File: src/rtl/sbox_share_sched_if.sv
// rtl/sbox_share_sched_if.sv - request/result channels and shared S-box port bundle for sbox_share_sched
interface sbox_share_sched_if;
  logic         st_in_valid;
  logic         st_in_ready;
  logic [127:0] st_in_data;
  logic         st_in_encrypt;
  logic         st_out_valid;
  logic         st_out_ready;
  logic [127:0] st_out_data;
  logic         ks_in_valid;
  logic         ks_in_ready;
  logic [31:0]  ks_in_data;
  logic         ks_out_valid;
  logic         ks_out_ready;
  logic [31:0]  ks_out_data;
  logic [7:0]   sbox_byte_in;
  logic         sbox_encrypt;
  logic [7:0]   sbox_byte_out;

  modport slave (
    input  st_in_valid, st_in_data, st_in_encrypt, st_out_ready,
    input  ks_in_valid, ks_in_data, ks_out_ready, sbox_byte_out,
    output st_in_ready, st_out_valid, st_out_data,
    output ks_in_ready, ks_out_valid, ks_out_data,
    output sbox_byte_in, sbox_encrypt
  );

  modport master (
    output st_in_valid, st_in_data, st_in_encrypt, st_out_ready,
    output ks_in_valid, ks_in_data, ks_out_ready, sbox_byte_out,
    input  st_in_ready, st_out_valid, st_out_data,
    input  ks_in_ready, ks_out_valid, ks_out_data,
    input  sbox_byte_in, sbox_encrypt
  );
endinterface

File: src/rtl/sbox_share_sched.sv
// rtl/sbox_share_sched.sv - time-shares one combinational S-box between a 128-bit state job and a 32-bit SubWord job
module sbox_share_sched #(
  parameter bit PRIO_KS = 1'b1
) (
  input  logic          clk,
  input  logic          rst_n,
  sbox_share_sched_if.slave bus,
  output logic          busy
);

  typedef enum logic [2:0] {
    IDLE    = 3'd0,
    RUN_ST  = 3'd1,
    RUN_KS  = 3'd2,
    DONE_ST = 3'd3,
    DONE_KS = 3'd4
  } state_t;

  state_t       state_q, state_d;
  logic [3:0]   cnt_q, cnt_d;
  logic [127:0] work_q, work_d;
  logic [127:0] result_q, result_d;
  logic         mode_q, mode_d;
  logic         st_out_valid_q, st_out_valid_d;
  logic         ks_out_valid_q, ks_out_valid_d;
  logic         busy_q, busy_d;

  logic         idle;
  logic         running;
  logic [6:0]   bit_idx;
  logic         st_accept;
  logic         ks_accept;

  assign idle    = (state_q == IDLE);
  assign running = (state_q == RUN_ST) || (state_q == RUN_KS);
  assign bit_idx = {cnt_q, 3'b000};

  // Each ready looks only at the other channel's valid, so a requester never
  // sees its own valid loop back into its ready.
  assign bus.st_in_ready = idle && !(bus.ks_in_valid && PRIO_KS);
  assign bus.ks_in_ready = idle && !(bus.st_in_valid && !PRIO_KS);
  assign st_accept       = bus.st_in_valid && bus.st_in_ready;
  assign ks_accept       = bus.ks_in_valid && bus.ks_in_ready && !st_accept;

  always_comb begin
    state_d  = state_q;
    cnt_d    = cnt_q;
    work_d   = work_q;
    result_d = result_q;
    mode_d   = mode_q;
    case (state_q)
      IDLE: begin
        if (st_accept) begin
          work_d  = bus.st_in_data;
          mode_d  = bus.st_in_encrypt;
          cnt_d   = 4'd0;
          state_d = RUN_ST;
        end else if (ks_accept) begin
          work_d  = {96'h0, bus.ks_in_data};
          mode_d  = 1'b1;
          cnt_d   = 4'd0;
          state_d = RUN_KS;
        end
      end
      RUN_ST: begin
        result_d[bit_idx +: 8] = bus.sbox_byte_out;
        if (cnt_q == 4'd15) begin
          cnt_d   = 4'd0;
          state_d = DONE_ST;
        end else begin
          cnt_d = cnt_q + 4'd1;
        end
      end
      RUN_KS: begin
        result_d[bit_idx +: 8] = bus.sbox_byte_out;
        if (cnt_q == 4'd3) begin
          cnt_d   = 4'd0;
          state_d = DONE_KS;
        end else begin
          cnt_d = cnt_q + 4'd1;
        end
      end
      DONE_ST: begin
        if (bus.st_out_ready) state_d = IDLE;
      end
      DONE_KS: begin
        if (bus.ks_out_ready) state_d = IDLE;
      end
      default: state_d = IDLE;
    endcase
    // Valids and busy are decoded from the next state so they leave the flops
    // aligned with the state register instead of through extra logic.
    st_out_valid_d = (state_d == DONE_ST);
    ks_out_valid_d = (state_d == DONE_KS);
    busy_d         = (state_d != IDLE);
  end

  always_ff @(posedge clk or negedge rst_n) begin
    if (!rst_n) begin
      state_q        <= IDLE;
      cnt_q          <= 4'd0;
      work_q         <= '0;
      result_q       <= '0;
      mode_q         <= 1'b1;
      st_out_valid_q <= 1'b0;
      ks_out_valid_q <= 1'b0;
      busy_q         <= 1'b0;
    end else begin
      state_q        <= state_d;
      cnt_q          <= cnt_d;
      work_q         <= work_d;
      result_q       <= result_d;
      mode_q         <= mode_d;
      st_out_valid_q <= st_out_valid_d;
      ks_out_valid_q <= ks_out_valid_d;
      busy_q         <= busy_d;
    end
  end

  assign bus.st_out_valid = st_out_valid_q;
  assign bus.ks_out_valid = ks_out_valid_q;
  assign bus.st_out_data  = result_q;
  assign bus.ks_out_data  = result_q[31:0];
  assign bus.sbox_byte_in = running ? work_q[bit_idx +: 8] : 8'h00;
  assign bus.sbox_encrypt = running ? mode_q : 1'b1;
  assign busy             = busy_q;

endmodule

File: src/flat_wrapper.sv
// flat-port wrapper written by rule: the top's interface ports become plain ports
module sbox_share_sched_flat 
#(
  parameter bit PRIO_KS = 1'b1
)
  (clk, rst_n, busy, bus_st_in_valid, bus_st_in_data, bus_st_in_encrypt, bus_st_out_ready, bus_ks_in_valid, bus_ks_in_data, bus_ks_out_ready, bus_sbox_byte_out, bus_st_in_ready, bus_st_out_valid, bus_st_out_data, bus_ks_in_ready, bus_ks_out_valid, bus_ks_out_data, bus_sbox_byte_in, bus_sbox_encrypt);
  sbox_share_sched_if bus_i ();
  input  logic clk;
  input  logic rst_n;
  output logic busy;
  input wire logic [$bits(bus_i.st_in_valid)-1:0] bus_st_in_valid;
  input wire logic [$bits(bus_i.st_in_data)-1:0] bus_st_in_data;
  input wire logic [$bits(bus_i.st_in_encrypt)-1:0] bus_st_in_encrypt;
  input wire logic [$bits(bus_i.st_out_ready)-1:0] bus_st_out_ready;
  input wire logic [$bits(bus_i.ks_in_valid)-1:0] bus_ks_in_valid;
  input wire logic [$bits(bus_i.ks_in_data)-1:0] bus_ks_in_data;
  input wire logic [$bits(bus_i.ks_out_ready)-1:0] bus_ks_out_ready;
  input wire logic [$bits(bus_i.sbox_byte_out)-1:0] bus_sbox_byte_out;
  output wire logic [$bits(bus_i.st_in_ready)-1:0] bus_st_in_ready;
  output wire logic [$bits(bus_i.st_out_valid)-1:0] bus_st_out_valid;
  output wire logic [$bits(bus_i.st_out_data)-1:0] bus_st_out_data;
  output wire logic [$bits(bus_i.ks_in_ready)-1:0] bus_ks_in_ready;
  output wire logic [$bits(bus_i.ks_out_valid)-1:0] bus_ks_out_valid;
  output wire logic [$bits(bus_i.ks_out_data)-1:0] bus_ks_out_data;
  output wire logic [$bits(bus_i.sbox_byte_in)-1:0] bus_sbox_byte_in;
  output wire logic [$bits(bus_i.sbox_encrypt)-1:0] bus_sbox_encrypt;
  assign bus_i.st_in_valid = bus_st_in_valid;
  assign bus_i.st_in_data = bus_st_in_data;
  assign bus_i.st_in_encrypt = bus_st_in_encrypt;
  assign bus_i.st_out_ready = bus_st_out_ready;
  assign bus_i.ks_in_valid = bus_ks_in_valid;
  assign bus_i.ks_in_data = bus_ks_in_data;
  assign bus_i.ks_out_ready = bus_ks_out_ready;
  assign bus_i.sbox_byte_out = bus_sbox_byte_out;
  assign bus_st_in_ready = bus_i.st_in_ready;
  assign bus_st_out_valid = bus_i.st_out_valid;
  assign bus_st_out_data = bus_i.st_out_data;
  assign bus_ks_in_ready = bus_i.ks_in_ready;
  assign bus_ks_out_valid = bus_i.ks_out_valid;
  assign bus_ks_out_data = bus_i.ks_out_data;
  assign bus_sbox_byte_in = bus_i.sbox_byte_in;
  assign bus_sbox_encrypt = bus_i.sbox_encrypt;
  sbox_share_sched #(.PRIO_KS(PRIO_KS)) u_core (.clk(clk), .rst_n(rst_n), .bus(bus_i), .busy(busy));
endmodule
File: config.mk
export PLATFORM = sky130hd
export DESIGN_NAME = sbox_share_sched_flat
export DESIGN_NICKNAME = d
export VERILOG_FILES = /design/src/rtl/sbox_share_sched_if.sv /design/src/rtl/sbox_share_sched.sv /design/src/flat_wrapper.sv
export SDC_FILE = /design/constraint.sdc
export NUM_CORES = 1
export LEC_CHECK = 0
export ABC_AREA = 1
export CORE_MARGIN = 2
export CORE_UTILIZATION = 48
export DETAILED_ROUTE_END_ITERATION = 10
export GPL_TIMING_DRIVEN = 0
export PLACE_DENSITY = 0.82
export SETUP_SLACK_MARGIN = 0.02
export SYNTH_ARGS = -nofsm -noshare
export SYNTH_HDL_FRONTEND = slang
export SYNTH_SLANG_ARGS = --single-unit
File: constraint.sdc
create_clock -name clk -period 3.6 [get_ports clk]
set_input_delay 0.72 -clock clk [delete_from_list [all_inputs] [get_ports clk]]
set_output_delay 0.72 -clock clk [all_outputs]
set_load 0.02 [all_outputs]
# [After elaboration in Yosys (flattened, before gate mapping)]
# Cells that the tools add are included.
[classes] n_reduce_logical=14 muxes=19 addsub=2 shifts=3 eq_ne=9
[ops] cell="128-bit 2-to-1 mux" n=2
[ops] cell="128-bit bitwise mux" n=1
[ops] cell="8-bit by 9-bit variable shift with 128-bit output, first input constant" n=1
[ops] cell="128-bit by 8-bit indexed part select with 8-bit output" n=1
[ops] cell="8-bit by 9-bit indexed part select with 128-bit output" n=1
[ops] cell="3-bit 2-to-1 mux" n=6
[ops] cell="4-bit 2-to-1 mux" n=4
[ops] cell="3-bit one-hot mux with 5 select lines" n=1
[ops] cell="4-bit one-hot mux with 3 select lines" n=1
[ops] cell="3-bit by 2-bit equality test with 1-bit output, second input constant" n=3
[ops] cell="7-bit negation with 9-bit output" n=1
[ops] cell="8-bit 2-to-1 mux" n=1
[ops] cell="3-bit equality test, second input constant" n=2
[ops] cell="3-bit nonzero test" n=2
[ops] cell="4-bit by 1-bit adder with 4-bit output, second input constant" n=1
[ops] cell="4-bit by 2-bit equality test with 1-bit output, second input constant" n=1
[ops] cell="4-bit equality test, second input constant" n=1
[ops] cell="1-bit logical AND" n=4
[ops] cell="2-bit AND reduction" n=2
[ops] cell="3-bit by 1-bit equality test with 1-bit output, second input constant" n=1
[ops] cell="3-bit zero test" n=1
[ops] cell="1-bit 2-to-1 mux" n=3
[ops] cell="3-bit != test, second input constant" n=1
[ops] cell="1-bit zero test" n=2
[ops] cell="other kinds (3)" n=3
[word_totals] register_bits=267 elab_cells=55 out_inout_bits=174

# [Logic depth before layout (Yosys ltp)]
# Gate-level depths: netlist of run 1.
[depth] depth_word=9 ltp_mapped=13 mapped_depth_nobuf=9

# [Worst setup path before layout of run 1]
# No wires, ideal clock.
[synth_timing] kind="flip-flop to flip-flop" startpoint="reg u_core.cnt_q[0]" endpoint="reg u_core.result_q[102] (netlist: u_core.bus.st_out_data[102])" path_stages_with_launch=14 required_ns=3.469 t_arrival_ns=2.425 period_less_slack_ns=2.556 setup_slack_ns=1.044 cell_sequence="dfrtp_1 buf_2 inv_2 buf_2 buf_1 ha_1 clkbuf_1 inv_1 nand3_1 nor2_2 nand3_2 clkbuf_1 nand2_1 o21ai_0"
[synth_via] elab_chain_cells=3
[synth_lines] element="start, declared" line="sbox_share_sched.sv:20" text="logic [3:0] cnt_q, cnt_d;"
[synth_lines] element="start signal, assigned" line="sbox_share_sched.sv:110" text="cnt_q <= cnt_d;"
[synth_lines] element="7-bit negation with 9-bit output *" line="sbox_share_sched.sv:66, sbox_share_sched.sv:75"
[synth_lines] element="8-bit by 9-bit indexed part select with 128-bit output / 8-bit by 9-bit variable shift with 128-bit output (equally long branches)" line="sbox_share_sched.sv:66, sbox_share_sched.sv:75"
[synth_lines] element="128-bit bitwise mux *" line="sbox_share_sched.sv:66, sbox_share_sched.sv:75"
[synth_lines] element="end signal, assigned" line="sbox_share_sched.sv:112" text="result_q <= result_d;"
[synth_lines] element="end, declared" line="sbox_share_sched.sv:22" text="logic [127:0] result_q, result_d;"
# Every way passes the cells marked *; elsewhere a longest branch is shown, timed or not.
# A chain may end at the register's enable or synchronous reset.

# [Final worst setup path of run 1]
[layout_timing] startpoint="reg u_core.cnt_q[0]" endpoint="out bus_sbox_byte_in[3]"
[layout_via] elab_chain_cells=2
[layout_lines] element="128-bit by 8-bit indexed part select with 8-bit output" line="sbox_share_sched.sv:124" text="assign bus.sbox_byte_in = running ? work_q[bit_idx +: 8] : 8'h00;"
[layout_lines] element="8-bit 2-to-1 mux" line="sbox_share_sched.sv:124"
[layout_lines] element="end, declared" line="flat_wrapper.sv:25" text="output wire logic [$bits(bus_i.sbox_byte_in)-1:0] bus_sbox_byte_in;"
# Every way passes these cells.

==> flow_summary.yaml, run 1 <==
finish:
  post-route-util: 0.684
  syn2layout_area_growth_pct: 39.1
  fin_cells: 2250
  drive_gt1_frac: 0.0766
  final_cell_mix: "371 x nand2_1, 339 x clkdlybuf4s50_1, 266 x dfrtp_1"
  layout.nets: 2078
  fillers: 2017
  layout_commonest_cell: "nand2_1"
  stdcell_area_mm2: 0.0173
  diodes: 0
placed_design:
  portBuffers: 348
  globalplace.congestion: 0.917
  dp.cells: 2198
  place_area_mm2: 0.0164
  dpl.hpwl_um: 30200
worst_setup_path:
  crit_cells: 11
  slowest_stage: "dfrtp_1"
  critical_path_class: "flop to primary output"
  cpLargestDelayFamily: "buffers and inverters"
  cp.arrival_ns: 2.76
  crit_fanout: 10
  path_common_cell: "nand2_1"
  cp_cell_sequence: "clkbuf_4, inv_2, buf_2, clkbuf_4, nand2_1, nand2_1, nand2_1, nand2_1, a21oi_1, a21oi_1, clkdlybuf4s15_1"
  cp.required_ns: 2.88
  worstSetupStartpointType: "flop"
  critPathBufInv: 5
  ff2ff_path_depth: 12
  end_kind: "primary output"
  cpPeakStageDelay_ns: 0.45
drt:
  route.detailed.drc: 0
  drt_first_pass_iters: 5
  drt-vias-per-instance: 5.43
  wl_um: 40300
  ant_nets: 0
  via_count: 12200
  drt_first_iter_violations: 1276
  routedWlPerCell_um: 17.9
yosys:
  synth_nets: 1698
  synth_top_area_cell: "dfrtp_1"
  synth_warnings: 0
  ys_seq_area_frac: 0.537
  syn_area_mm2: 0.0124
  ys_seq_elements: 267
  netlist_instances: 1518
  synth_cell_types: 29
  synth_top_area_frac: 0.535
  synth_area_per_cell_um2: 8.20
  synth_top_cells_by_area: "dfrtp_1 53%, nand2_1 11%, nand3_1 9.4%, o21ai_0 8.7%, inv_1 4.9%"
global_route:
  grt_pass1_wl_um: 61800
  antenna_found_initial: 1
  overflow: 0
  grt_pass1_vias: 11800
  grt_max_degree: 124
  grt_usage: 0.293
clock_network:
  htreeDepth: 1
  postCtsHoldBufs: 0
  cts.sinks: 267
  root_buffer: "clkbuf_16"
  cts-resized-gates: 18
  clkLatencyLatePin_ns: 0.54
  cts_tree: "done"
  cts_setup_buffers: 0
  clk_pin_slew_ns: 0.06
  cts_buffers: 28
  clockBufferDepth: 3
timing:
  final_max_slew_viol_count: 0
  setup_viol: 0
  finalCriticalPeriod_ns: 3.48
  post-route-period-util: 0.967
  relSlewSlack: 0.490
  tightest_slew_ns: 0.765
  final.setup_skew_ns: 0.0116
  rsz0062_at_grt: "true"
  max_freq_ghz: 0.287
  final_hold_viol_count: 0
floorplan:
  initial_utilization: 0.491
  num_io_pins: 349
  fp.coreArea_mm2: 0.0253
  rows: 58
  fp.dieH_um: 165
  die_w_um: 165
  dieArea_mm2: 0.0272
power_and_ir_drop:
  peakVddDrop_mv: 0.551
  power.density_mw_per_mm2: 985
  p_leak_nw: 7.98
run_status:
  run_status: "complete, no violations"
job:
  maxCapViolCount: 0
hold_path:
  hold_class: "input pin to async pin"
cells by family (layout without fill, tap and decap cells):
family | count (synthesis) | count (layout) | share of synthesized area
simple gates | 653 | 653 | 0.227
compound gates | 302 | 302 | 0.130
buf+inv | 289 | 691 | 0.0987
flops | 267 | 267 | 0.537
fa+ha+maj | 5 | 5 | 0.00503
xor+xnor | 2 | 2 | 0.00201
per-stage QoR:
step / setup slack [ns] / power [mW] / setup TNS, ns / hold slack [ns]
after floorplan: 1.04 / 10.2 / 0 / 0.424
after global placement: -9.07 / 13.9 / -2413.84 / 0.456
after detailed placement: -0.0952 / 14.1 / -0.0952 / 0.463
after CTS: 0.00307 / 17.0 / 0 / 0.00800
after global routing: 0.0240 / 18.1 / 0 / 0.0161
final: 0.120 / 17.1 / 0 / 0.0192
synthesized netlist by cell type, drive strengths merged:
cell type	n
nor2	31
o21ai	256
xor2	2
nand2	377
clkinv	1
inv	167
dfrtp	266
a21oi	13
nand4	3
a22oi	17
nand3b	1
buf	55
ha	5
nor3	4
a2bb2oi	16
clkbuf	66
nand3	237
dfstp	1
per-layer routing:
layer / routed length, um / track usage / vias to the layer above
met3: 3360 / 0.0487 / 103
met5: 13 / 0 / -
met1: 15500 / 0.369 / 5807
met4: 1460 / 0.104 / 2
li1: - / - / 5677
met2: 20000 / 0.509 / 637
path summary, 6_finish.rpt:
| kind | start | end | slack [ns] |
|---|---|---|---|
| worst max register to register | u_core.cnt_q[0]$_DFFE_PN0P_ | u_core.bus.st_out_data[97]$_DFFE_PN0P_ | 0.32 |
| max in group asynchronous | rst_n | u_core.work_q[120]$_DFFE_PN0P_ | 2.70 |
| worst max-delay path | u_core.cnt_q[0]$_DFFE_PN0P_ | bus_sbox_byte_in[3] | 0.12 |
| min in group clk | u_core.mode_q$_DFFE_PN1P_ | u_core.mode_q$_DFFE_PN1P_ | 0.48 |
| worst min register to register | u_core.mode_q$_DFFE_PN1P_ | u_core.mode_q$_DFFE_PN1P_ | 0.48 |
| worst min-delay path | rst_n | u_core.bus.st_out_data[102]$_DFFE_PN0P_ | 0.02 |
state kept, by name, indices dropped and copies added, names as in the netlist:
signal,flops
u_core.busy,1
u_core.work_q,128
u_core.cnt_q,4
u_core.bus.st_out_valid,1
u_core.bus.ks_out_valid,1
u_core.mode_q,1
u_core.bus.st_out_data,128
u_core.state_q,3
cell type report:
cell class | instances | area [um^2] | area share
plain buffers | 121 | 619 | 0.0358
clock buffers | 35 | 788 | 0.0455
clock inverters | 17 | 135 | 0.00781
inverters | 168 | 631 | 0.0364
multi-input cells | 962 | 4540 | 0.262
flip-flops and latches | 267 | 6680 | 0.386
well taps | 330 | 413 | 0.0238
repair buffers | 350 | 3510 | 0.203
worst register-to-register path: stages (launching register included):
cell,delay (ns)
dfrtp_1,0.45
clkbuf_4,0.22
inv_2,0.07
buf_2,0.24
buf_2,0.31
ha_1,0.28
clkbuf_1,0.19
inv_1,0.17
nand3_1,0.21
nor2_2,0.31
nand3_2,0.22
clkbuf_1,0.28
o21ai_0,0.25
where the power goes:
group,switching (mW),internal [mW]
sequential,0.773,4.47
clock,1.23,1.63
combinational,5.46,3.49
total,7.46,9.59
(Power assumes the default switching activity.)
==> run 2: changes to the inputs <==
--- a/config.mk
+++ b/config.mk
@@ -7,10 +7,9 @@
 export LEC_CHECK = 0
 export ABC_AREA = 1
 export CORE_MARGIN = 2
-export CORE_UTILIZATION = 48
+export CORE_UTILIZATION = 52
 export DETAILED_ROUTE_END_ITERATION = 10
-export GPL_TIMING_DRIVEN = 0
-export PLACE_DENSITY = 0.82
+export PLACE_DENSITY = 0.88
 export SETUP_SLACK_MARGIN = 0.02
 export SYNTH_ARGS = -nofsm -noshare
 export SYNTH_HDL_FRONTEND = slang
==> constraint.sdc (replaced) <==
create_clock -name clk -period 4.39 [get_ports clk]
set_input_delay 0.878 -clock clk [delete_from_list [all_inputs] [get_ports clk]]
set_output_delay 0.878 -clock clk [all_outputs]
set_load 0.02 [all_outputs]
==> run 2 against run 1 <==
Against the previous run:
- register-to-register slack better by 0.73 ns
- clock power decreased by 16%
- die area decreased by 7.5%
- critical path depth fell by 3
- hold slack improved by 0.27 ns
- first-iteration DRC count shrank 3.0%
- via count is 3.8% lower
- global-route usage grew 0.73 points
- routed wire length decreased by 4.8%
- largest cell class unchanged
- largest power group unchanged
==> flow_summary.yaml, run 2 (synthesis gave the netlist of run 1 again) <==
run_status:
  run_status: "complete, no violations"
drt:
  route.detailed.drc: 0
  drt_first_pass_iters: 6
  ant_nets: 0
  drt-vias-per-instance: 5.54
  drt_first_iter_violations: 1238
  wl_um: 38400
  routedWlPerCell_um: 18.1
  via_count: 11800
worst_setup_path:
  startpoint: "u_core.cnt_q[1]$_DFFE_PN0P_"
  critPathBufInv: 3
  cp_cell_sequence: "buf_4, inv_2, nor2_1, nand2_1, nand2_1, a21oi_1, a21oi_1, clkdlybuf4s50_1"
  crit_fanout: 34
  end_kind: "primary output"
  r2r_setup_slack_ns: 1.05
  cpPeakStageDelay_ns: 0.67
  r2r_end: "u_core.bus.st_out_data[100]$_DFFE_PN0P_"
  cpLargestDelayFamily: "buffers and inverters"
  r2r_start: "u_core.cnt_q[0]$_DFFE_PN0P_"
  slowest_stage: "clkdlybuf4s50_1"
  cp.arrival_ns: 3.04
  critical_path_class: "flop to primary output"
  cp.required_ns: 3.51
  crit_cells: 8
  ff2ff_path_depth: 8
  worstSetupStartpointType: "flop"
finish:
  layout_commonest_cell: "nand2_1"
  fillers: 1728
  diodes: 0
  multiInputGateArea_mm2: 0.00454
  layout.nets: 1963
  drive_gt1_frac: 0.0477
  syn2layout_area_growth_pct: 34.8
  final_cell_mix: "371 x nand2_1, 346 x clkdlybuf4s50_1, 265 x dfrtp_1"
  regArea_mm2: 0.00668
clock_network:
  htreeDepth: 1
  cts_buffers: 26
  cts_setup_buffers: 0
  root_buffer: "clkbuf_16"
  clockBufferDepth: 3
  clkLatencyLatePin_ns: 0.53
  cts_tree: "done"
  cts-resized-gates: 0
  cts.sinks: 267
  clk_pin_slew_ns: 0.07
  postCtsHoldBufs: 0
power_and_ir_drop:
  combinationalPowerShare: 0.511
  p_int_mw: 7.76
  power_frac_seq: 0.314
  peakVddDrop_mv: 0.733
  power.density_mw_per_mm2: 817
  swShare: 0.434
  clkPwrFrac: 0.175
  switching_power_mw: 5.95
  p_leak_nw: 7.70
placed_design:
  pre_cts_slack_ns: 1.03
  globalplace.congestion: 0.906
  portBuffers: 348
  dpl.hpwl_um: 27400
timing:
  final.setup_skew_ns: 0.00894
  setup_viol: 0
  fin_tns_setup_ns: 0
  finalCriticalPeriod_ns: 3.92
  final_max_slew_viol_count: 0
  rsz0062_at_grt: "false"
  max_freq_ghz: 0.255
  fin_ws_ns: 0.468
  post-route-period-util: 0.893
  final_hold_viol_count: 0
  relSlewSlack: 0.200
  tightest_slew_ns: 1.20
floorplan:
  initial_utilization: 0.530
  rows: 56
  fp.dieH_um: 159
  fp.coreArea_mm2: 0.0235
  dieArea_mm2: 0.0252
  num_io_pins: 349
  die_w_um: 159
global_route:
  grt_pass1_vias: 11500
  grt_max_degree: 129
  antenna_found_initial: 0
  grt_pass1_wl_um: 59000
  grt_usage: 0.300
  overflow: 0
hold_path:
  hold_class: "input pin to async pin"
job:
  maxCapViolCount: 0
==> run 2: changes by cell type in the layout (fill, tap and decap cells not counted), sizes merged <==
cell           previous run  this run
clkdlybuf4s50           339       346
clkinv                   10         9
clkbuf                  111        34
buf                      55        12
bufinv                    1         4
clkdlybuf4s15             1         0
clkinvlp                  7         2
==> run 2: cell type report <==
class / instances / area share
flip-flops and latches: 267 / 0.398
multi-input cells: 962 / 0.271
inverters: 168 / 0.0376
well taps: 319 / 0.0238
repair buffers: 358 / 0.214
clock buffers: 34 / 0.0442
clock inverters: 14 / 0.0109
==> run 2: routing by layer <==
metal,GRT usage,wire length [um],up-vias
met4,0.129,1650,0
met5,0,0,-
met1,0.374,14600,5581
met2,0.520,19100,630
li1,-,-,5436
met3,0.0465,3030,109
==> run 2: per-stage QoR <==
step / util / instance area [um^2] / std cells / hold slack (ns) / total power, mW
after detailed placement: 0.675 / 15900 / 2074 / 0.458 / 11.2
after global placement: 0.675 / 15900 / 2074 / 0.452 / 11.0
after CTS: 0.715 / 16800 / 2122 / 0.295 / 13.7
after global routing: 0.715 / 16800 / 2122 / 0.317 / 14.6
final: 0.715 / 16800 / 2122 / 0.293 / 13.7
after floorplan: - / 12400 / 1518 / 0.455 / 8.40
==> run 2: worst max-delay path by stage <==
stage / end / slack, ns
2_1_floorplan: bus_sbox_byte_in[0] / 1.82
3_3_place_gp: bus_sbox_byte_in[0] / 1.06
3_5_place_dp: bus_sbox_byte_in[0] / 1.03
4_1_cts: bus_sbox_byte_in[0] / 0.43
5_1_grt: bus_sbox_byte_in[0] / 0.28
6_report: bus_sbox_byte_in[0] / 0.47
==> run 2: power groups by stage <==
stage	Clock (mW)	Sequential [mW]	Combinational (mW)
after floorplan	0	4.91	3.49
final	2.40	4.31	7.01
after global placement	0	4.27	6.74
after CTS	2.42	4.30	6.99
after global routing	2.52	4.42	7.63
after detailed placement	0	4.33	6.91
==> run 3: changes to the inputs <==
--- a/config.mk
+++ b/config.mk
@@ -6,10 +6,12 @@
 export NUM_CORES = 1
 export LEC_CHECK = 0
 export ABC_AREA = 1
+export CELL_PAD_IN_SITES_DETAIL_PLACEMENT = 1
+export CELL_PAD_IN_SITES_GLOBAL_PLACEMENT = 1
 export CORE_MARGIN = 2
-export CORE_UTILIZATION = 52
+export CORE_UTILIZATION = 35
 export DETAILED_ROUTE_END_ITERATION = 10
-export PLACE_DENSITY = 0.88
+export PLACE_DENSITY_LB_ADDON = 0.1
 export SETUP_SLACK_MARGIN = 0.02
 export SYNTH_ARGS = -nofsm -noshare
 export SYNTH_HDL_FRONTEND = slang
==> constraint.sdc (replaced) <==
create_clock -name clk -period 4.2 [get_ports clk]
set_input_delay 0.84 -clock clk [delete_from_list [all_inputs] [get_ports clk]]
set_output_delay 0.84 -clock clk [all_outputs]
set_load 0.02 [all_outputs]
==> run 3 against run 2 <==
Against the previous run:
- setup slack got worse by 0.15 ns
- critical path type unchanged
- core utilization is 23 points lower
- first-iteration DRC count decreased by 51%
- routed wire length up 14%
- clock skew is 0.0030 ns higher
- critical path depth is the same
==> flow_summary.yaml, run 3 (synthesis gave the netlist of run 1 again) <==
clock_network:
  clk_pin_slew_ns: 0.06
  clockBufferDepth: 3
  cts_tree: "done"
  htreeDepth: 1
  cts_buffers: 31
  cts_setup_buffers: 0
  clkLatencyLatePin_ns: 0.55
  cts.sinks: 267
  cts-resized-gates: 0
  postCtsHoldBufs: 0
  root_buffer: "clkbuf_16"
worst_setup_path:
  end_kind: "primary output"
  cp.arrival_ns: 3.04
  crit_fanout: 12
  critical_path_class: "flop to primary output"
  worstSetupStartpointType: "flop"
  cp.required_ns: 3.36
global_route:
  grt_pass1_wl_um: 68200
  grt_max_degree: 113
  grt_usage: 0.235
  antenna_found_initial: 0
  grt_pass1_vias: 12100
  overflow: 0
floorplan:
  die_w_um: 193
  fp.coreArea_mm2: 0.0353
  initial_utilization: 0.352
  fp.dieH_um: 193
  rows: 69
  num_io_pins: 349
  dieArea_mm2: 0.0371
drt:
  via_count: 11600
  drt-vias-per-instance: 5.07
  ant_nets: 0
  route.detailed.drc: 0
  wl_um: 43900
  drt_first_pass_iters: 5
  routedWlPerCell_um: 19.3
  drt_first_iter_violations: 602
job:
  maxCapViolCount: 0
timing:
  max_freq_ghz: 0.258
  tightest_slew_ns: 1.11
  setup_viol: 0
  post-route-period-util: 0.924
  finalCriticalPeriod_ns: 3.88
  fin_tns_setup_ns: 0
  final.setup_skew_ns: 0.0119
  rsz0062_at_grt: "false"
  final_max_slew_viol_count: 0
  final_hold_viol_count: 0
  relSlewSlack: 0.263
power_and_ir_drop:
  peakVddDrop_mv: 0.426
  power.density_mw_per_mm2: 853
  p_leak_nw: 7.78
placed_design:
  globalplace.congestion: 0.813
  portBuffers: 348
  dpl.hpwl_um: 30700
finish:
  post-route-util: 0.484
  drive_gt1_frac: 0.0534
  layout.nets: 1974
  syn2layout_area_growth_pct: 37.5
  layout_commonest_cell: "nand2_1"
  final_cell_mix: "371 x nand2_1, 346 x clkdlybuf4s50_1, 265 x dfrtp_1"
hold_path:
  hold_class: "input pin to async pin"
run_status:
  run_status: "complete, no violations"
## run 3: cell count changes in the layout (fill, tap and decap cells not counted), sizes merged
cell | previous run | this run
bufinv | 4 | 1
clkbuf | 34 | 47
clkinv | 9 | 6
buf | 12 | 18
diode | 0 | 1
## run 3: worst max-delay path: stages, from the launching register on
cell,delay [ns]
dfrtp_1,0.58
inv_1,0.25
nand2_1,0.12
nor2_2,0.36
nand2_1,0.11
nand2_1,0.14
a21oi_1,0.06
a21oi_1,0.23
clkdlybuf4s50_1,0.65
## run 3: layer usage
metal  vias to the layer above  track usage  share of wire
met1                      5744        0.312           0.43
li1                       5457            -              -
met3                        61       0.0271          0.045
met5                         -            0              0
met2                       295        0.407           0.50
met4                         0       0.0643          0.025
## run 3: worst paths after layout
kind,from,endpoint,slack [ns],cells after the start
max,u_core.cnt_q[3]$_DFFE_PN0P_,bus_sbox_byte_in[4],0.32,8
min,rst_n,u_core.bus.st_out_data[22]$_DFFE_PN0P_,0.33,1
max reg2reg,u_core.cnt_q[0]$_DFFE_PN0P_,u_core.bus.st_out_data[98]$_DFFE_PN0P_,1.04,9
min reg2reg,u_core.bus.st_out_data[115]$_DFFE_PN0P_,u_core.bus.st_out_data[115]$_DFFE_PN0P_,0.47,2
max in group asynchronous,rst_n,u_core.mode_q$_DFFE_PN1P_,3.01,2
min in group clk,u_core.bus.st_out_data[115]$_DFFE_PN0P_,u_core.bus.st_out_data[115]$_DFFE_PN0P_,0.47,2
## run 3: metrics by stage
step | hold slack (ns) | worst slack (ns) | cells | area (um^2) | total power, mW
3_5_place_dp | 0.460 | 0.917 | 2222 | 16100 | 12.0
4_1_cts | 0.339 | 0.305 | 2277 | 17100 | 14.8
3_3_place_gp | 0.454 | 0.916 | 2222 | 16100 | 11.8
6_report | 0.330 | 0.321 | 2278 | 17100 | 14.6
5_1_grt | 0.363 | 0.110 | 2277 | 17100 | 15.7
2_1_floorplan | 0.455 | 1.64 | 1518 | 12400 | 8.78
## run 3: layout make-up
cell class	count	area, um^2
Timing Repair Buffer	364	3660
Inverter	168	631
Clock buffer	47	946
Tap cell	461	577
Antenna cell	1	2.50
Clock inverter	8	70.1
Multi-Input combinational cell	962	4540
Sequential cell	267	6680
Fill cell	4187	18200
## run 3: power by group
group / total [mW] / switching, mW / internal (mW)
Sequential: 4.49 / 0.649 / 3.84
Clock: 2.67 / 1.08 / 1.60
Combinational: 7.42 / 4.60 / 2.82
